===== src/rtl/sr_sat_counter.sv =====
// Up-counter that sticks at all-ones; synchronous clear has priority over increment.
module sr_sat_counter #(
  parameter int W = 8
) (
  input  logic         clk,
  input  logic         rst_n,
  input  logic         clr_i,
  input  logic         inc_i,
  output logic [W-1:0] count_o
);

  logic [W-1:0] count_q;
  logic [W-1:0] count_d;

  always_comb begin
    // NOTE: default assigned first so no path leaves count_d unassigned (no latch).
    count_d = count_q;
    if (clr_i) begin
      count_d = '0;
    end else if (inc_i && (count_q != '1)) begin
      count_d = count_q + 1'b1;
    end
  end

  always_ff @(posedge clk or negedge rst_n) begin
    if (!rst_n) begin
      count_q <= '0;
    end else begin
      // NOTE: non-blocking so every flop updates from pre-edge values.
      count_q <= count_d;
    end
  end

  assign count_o = count_q;

endmodule


===== config.mk =====
export PLATFORM = sky130hd
export DESIGN_NAME = sr_sat_counter
export DESIGN_NICKNAME = d
export VERILOG_FILES = /design/src/rtl/sr_sat_counter.sv
export SDC_FILE = /design/constraint.sdc
export NUM_CORES = 1
export LEC_CHECK = 0
export CAP_MARGIN = 20
export CORE_AREA = 2 2 39 41
export CTS_CLUSTER_DIAMETER = 100
export DETAILED_ROUTE_END_ITERATION = 10
export DIE_AREA = 0 0 41 43
export DONT_BUFFER_PORTS = 1
export HOLD_SLACK_MARGIN = 0.15
export PLACE_DENSITY = 0.56
export SYNTH_ARGS = -nofsm -noshare
export SYNTH_HDL_FRONTEND = slang
export SYNTH_SLANG_ARGS = --single-unit

===== constraint.sdc =====
create_clock -name clk -period 2.15 [get_ports clk]
set_input_delay 0.3225 -clock clk [delete_from_list [all_inputs] [get_ports clk]]
set_output_delay 0.3225 -clock clk [all_outputs]
set_load 0.05 [all_outputs]

Yosys cells after proc, flatten, opt, wreduce, memory -nomap -nowiden
Cells that the tools add are included.

storage, ports and cells
  flip-flop bits (word level) = 8
  bits in latches = 0
  bits in writable memories = 0
  bits in read-only memories = 0
  output and inout bits = 8
  word-level logic and storage cells = 7
  memories = 0

operators by class
  $add $sub $neg = 1
  multipliers = 0
  div/mod/pow operators = 0
  magnitude comparators = 0
  equality and inequality tests = 1
  shift operators = 0
  muxes and demuxes = 2
  bitwise gates (word level) = 0
  reductions and logical operators = 2

operators by type and width
  operator             number
  $mux 8               2
  $add 8x1->8 const B  1
  $ne 8x8->1 const B   1
  $reduce_bool 2->1    1
  $logic_and 1x1->1    1

Longest topological paths before layout
  word-level depth = 4
  depth in mapped cells = 4

Worst setup path before layout
Ideal clock, no wire load.

  kind = register to register
  start point = reg count_q[0], in the netlist count_o[0]
  end point = reg count_q[0], in the netlist count_o[0]
  library setup time = 0.125 ns
  arrival time = 1.734 ns
  required time = 2.025 ns
  slack = 0.291 ns
  stages on the path, launching flop included = 5
  path buffers = 0
  cells stage by stage = dfrtp_1 ha_1 and4_2 a21boi_1 mux2_2

on the way
  longest elaborated chain between the ends = 3
  elaborated cells on any way between the ends = 6

ends and longest elaborated chain
  item                                                RTL line  source
  from (decl)                                         12        logic [W-1:0] count_q;
  from (signal assigned)                              30        count_q <= count_d;
  $add 8x1->8 / $ne 8x8->1 (equally long branches)    21, 20
  $mux 8 / $logic_and 1x1->1 (equally long branches)  20        end else if (inc_i && (count_q != '1)) begin
  $mux 8 / $reduce_bool 2->1 (equally long branches)  -

Parallel ways exist; a longest one is shown, timed or not. The select of a mux whose other input is x is not followed.
A chain may end at the register's enable or synchronous reset.

Worst setup path in the final report
Ends and elaborated chain as after synthesis.

==> results.md <==
- The run finished with clean final reports.
- STA classifies the critical path startpoint as a register.
- Dividing total power by cell area gives a power density of about 560 mW/mm².
- The count of standard-cell rows is 14.
- The floorplan step defined a die boundary enclosing about 0.0018 mm².
- Clock tree synthesis inserted a total of 3 buffers.
- The path type of the worst setup path is reg2reg.
- For this run, the leading register cell type out of synthesis is dfrtp_1.
- The biggest area contributor in the post-synthesis netlist is dfrtp_1.
- STA puts the critical path data arrival time at 1.78 ns.
- The post-synthesis instance area is 464 µm².
- The area of the multi-input gates is 248 µm².
- The CTS H-tree depth is 1.
- The count of maximum capacitance violations is 0.
- The first global-routing pass estimated 1770 µm of wire.
- In the layout the commonest cells are dfrtp_1, buf_4, nor3_1.
- Of all flip-flops after synthesis, the portion carrying an async set or reset was 100%.
- The cts-stage hold buffer count is 2.
- The largest fanout of any net on the critical path is 7.
- Yosys printed 0 warnings.
- The per-instance average area after synthesis is around 9.5 µm².
- Along the worst hold path, the cell count comes to 2.
- After clock tree synthesis, the clock-pin slew on the worst setup and hold paths is 0.06 ns.
- In the final routed layout, each cell accounts on average for 14.2 µm.
- The cell at the root of the clock tree is clkbuf_4.
- The count of final hold-check violations came to 0.
- In this run the remaining antenna-violating nets after routing total 0.
- The switching component of the power is between 0.09 and 0.1 mW.
- The worst path needs 1.63 ns of the cycle, external delays included.
- The maximum number of pins on one net before global-route repair is 10.
- STA classifies the critical path endpoint as a register.
- VDD sags by at most around 0.00021 V.
- Post-CTS timing repair inserted 0 buffers for setup.
- In this run the critical register-to-register path is launched from count_o[0].
- Synthesis inferred 8 register bits.
- The type of the tightest min-delay check is in2reg.
- The count of endpoints failing setup in the final report is 0.
- Compared with the post-synthesis result, the final layout area differs by 24.5%.
- The total track usage is 15.2%.
- After clock tree synthesis, the repair step resized 0 gates.
- The post-detailed-routing wire length is 1080 µm.
- Of the cells placed in the final design, the portion with a size suffix greater than 1 is ~25%.
- The combinational fraction of design power is 13.0%.
- The total overflow left after global routing is 0.
- The clock tree from TritonCTS is built.
- For flop-to-flop paths, the worst setup slack is 0.52 ns.
- The pre-antenna-repair detailed-routing pass consisted of 3 iterations.
- The netlist uses 28 different library cells.
- The net count after synthesis is 54.
- The post-route DRC violation count is 0.
- The starting density of the core is 33.5%.
- The filler cells instantiated in the layout total 143.
- Of the synthesized area, sequential elements account for between 40% and 50%.
- The standby leakage power is 0.251 nW.
- The clock passes through at most 2 buffers.
- Setup repair after global routing left no endpoint under its margin.
- Measured on the finished design, the core utilization comes to 41.8%.
- The worst register-to-register path has a depth of 4.
- The aggregate negative setup slack is 0 ns.
- Dividing the detail-routed via count by the number of cells gives 5.42.
- In this run, the clock network consumes 38.7% of the power.
- Across the whole layout, storage elements account for 200 µm².
- The count of flip-flops with a built-in enable after synthesis is 0.
- The clock net sink count is 8.
- The routed via count is 412.
- The number of flip-flops under the largest register name is 8.
- The standard cell core area is 0.00138 mm².
- By area the synthesized netlist is led by dfrtp_1, mux2_2, nor3_1.
- The number of antenna violations at the first check in global routing was 0.
- Of the total power, the share spent switching nets is 28.0%.
- Measured against its own limit, the worst slew margin works out to 74.8%.
- The part of the cycle the worst path needs is 75.9%.
- The detailed router finished its first iteration with 4 violations.
- STA puts the critical path data required time at roughly 2.3 ns.
- Once detailed placement completed, the half-perimeter wirelength came to 762 µm.
- The width of the die is 41 µm.
- The synthesized instance count is 49.
- The actual transition at the worst max-transition pin is approximately 0.37 ns.
- The count of input and output buffers is 0.
- Power comes to 0.324 mW.
- Pin placement for this block handled 12 I/O pins.
- The via count of the first global-routing pass is 412.
- The final estimated routing congestion in global placement is slightly above 0.7.
- The internal portion of the total power is 0.233 mW.
- The critical path ends at count_o[0].
- Summed over its instances, the top area cell type makes up 43.1% of the synthesized netlist area.
- The endpoint identified for the worst register-to-register timing path is count_o[0].
- The number of antenna diodes in the final layout is 0.
- The final max-slew violation count is 0.
- The chip height is 43 µm.
- The part of the total power dissipated in sequential elements is ~48%.
- At the end of the flow, the number of nets in the layout was between 60 and 70.
- Clock latency on the worst-skew pair, taken at its later pin, is 0.26 ns.
- Derived from the worst setup path, the maximum achievable clock frequency is about 0.6 GHz.
- The clock skew after layout is 0.00273 ns.
- The launch point of the critical path is count_o[0].
-- worst max-delay path, cell delays in order, from the launching register on --
cell      delay, ns
dfrtp_1        0.39
ha_1           0.28
and4_2         0.29
a21boi_1       0.21
mux2_2         0.36
-- worst min path at each step --
stage          startpoint         end  slack, ns
6_report            clr_i  count_o[1]       0.24
5_1_grt             clr_i  count_o[1]       0.27
4_1_cts             clr_i  count_o[1]       0.24
3_5_place_dp        rst_n  count_o[6]       0.03
3_3_place_gp        rst_n  count_o[4]       0.03
2_1_floorplan       rst_n  count_o[0]       0.03
-- metrics by stage --
stage | setup WS (ns) | area, µm² | std cells | hold slack (ns)
final | 0.517 | 578 | 76 | 0.238
after floorplan | 0.291 | 464 | 49 | 0.0269
after CTS | 0.526 | 578 | 76 | 0.238
after global routing | 0.456 | 578 | 76 | 0.265
after detailed placement | 0.543 | 536 | 71 | 0.0272
after global placement | 0.549 | 536 | 71 | 0.0271
-- synthesized netlist by cell type (all sizes together), types with 2 or more instances --
cell and instances:
nand3 3, nor2 2, mux2 2, nor2b 3, a21oi 3, and4 2, nand2 2, nand2b 3
inv 2, nor3 4, dfrtp 8
-- logic make-up after synthesis --
logic type	after synthesis	share of synthesized area, %
compound gates	9	12.7
fa+ha+maj	1	2.69
buf+inv	4	3.50
flops	8	43.1
mux	3	7.01
simple gates	24	31.0
-- final cells by class --
class | count | area share (%)
Clock buffer | 3 | 3.90
Inverter | 2 | 1.30
Multi-Input combinational cell | 37 | 42.9
Sequential cell | 8 | 34.6
Tap cell | 16 | 3.46
Timing Repair Buffer | 10 | 13.9
-- per-layer routing --
layer | vias up | part of all wire, % | global-route usage (%)
met3 | 4 | 7.6 | 5.76
met5 | - | 0 | 0
met4 | 0 | 1.8 | 8.00
met1 | 191 | 46 | 19.3
li1 | 204 | - | -
met2 | 13 | 45 | 21.3
-- power by group through the flow --
| stage | registers, mW | clock network, mW | logic, mW |
|---|---|---|---|
| 6_report | 0.157 | 0.126 | 0.0420 |
| 5_1_grt | 0.157 | 0.135 | 0.0465 |
| 4_1_cts | 0.157 | 0.127 | 0.0428 |
| 3_5_place_dp | 0.159 | 0 | 0.0354 |
| 3_3_place_gp | 0.159 | 0 | 0.0352 |
| 2_1_floorplan | 0.174 | 0 | 0.0154 |
No activity file was read; power rests on OpenSTA's default activity.
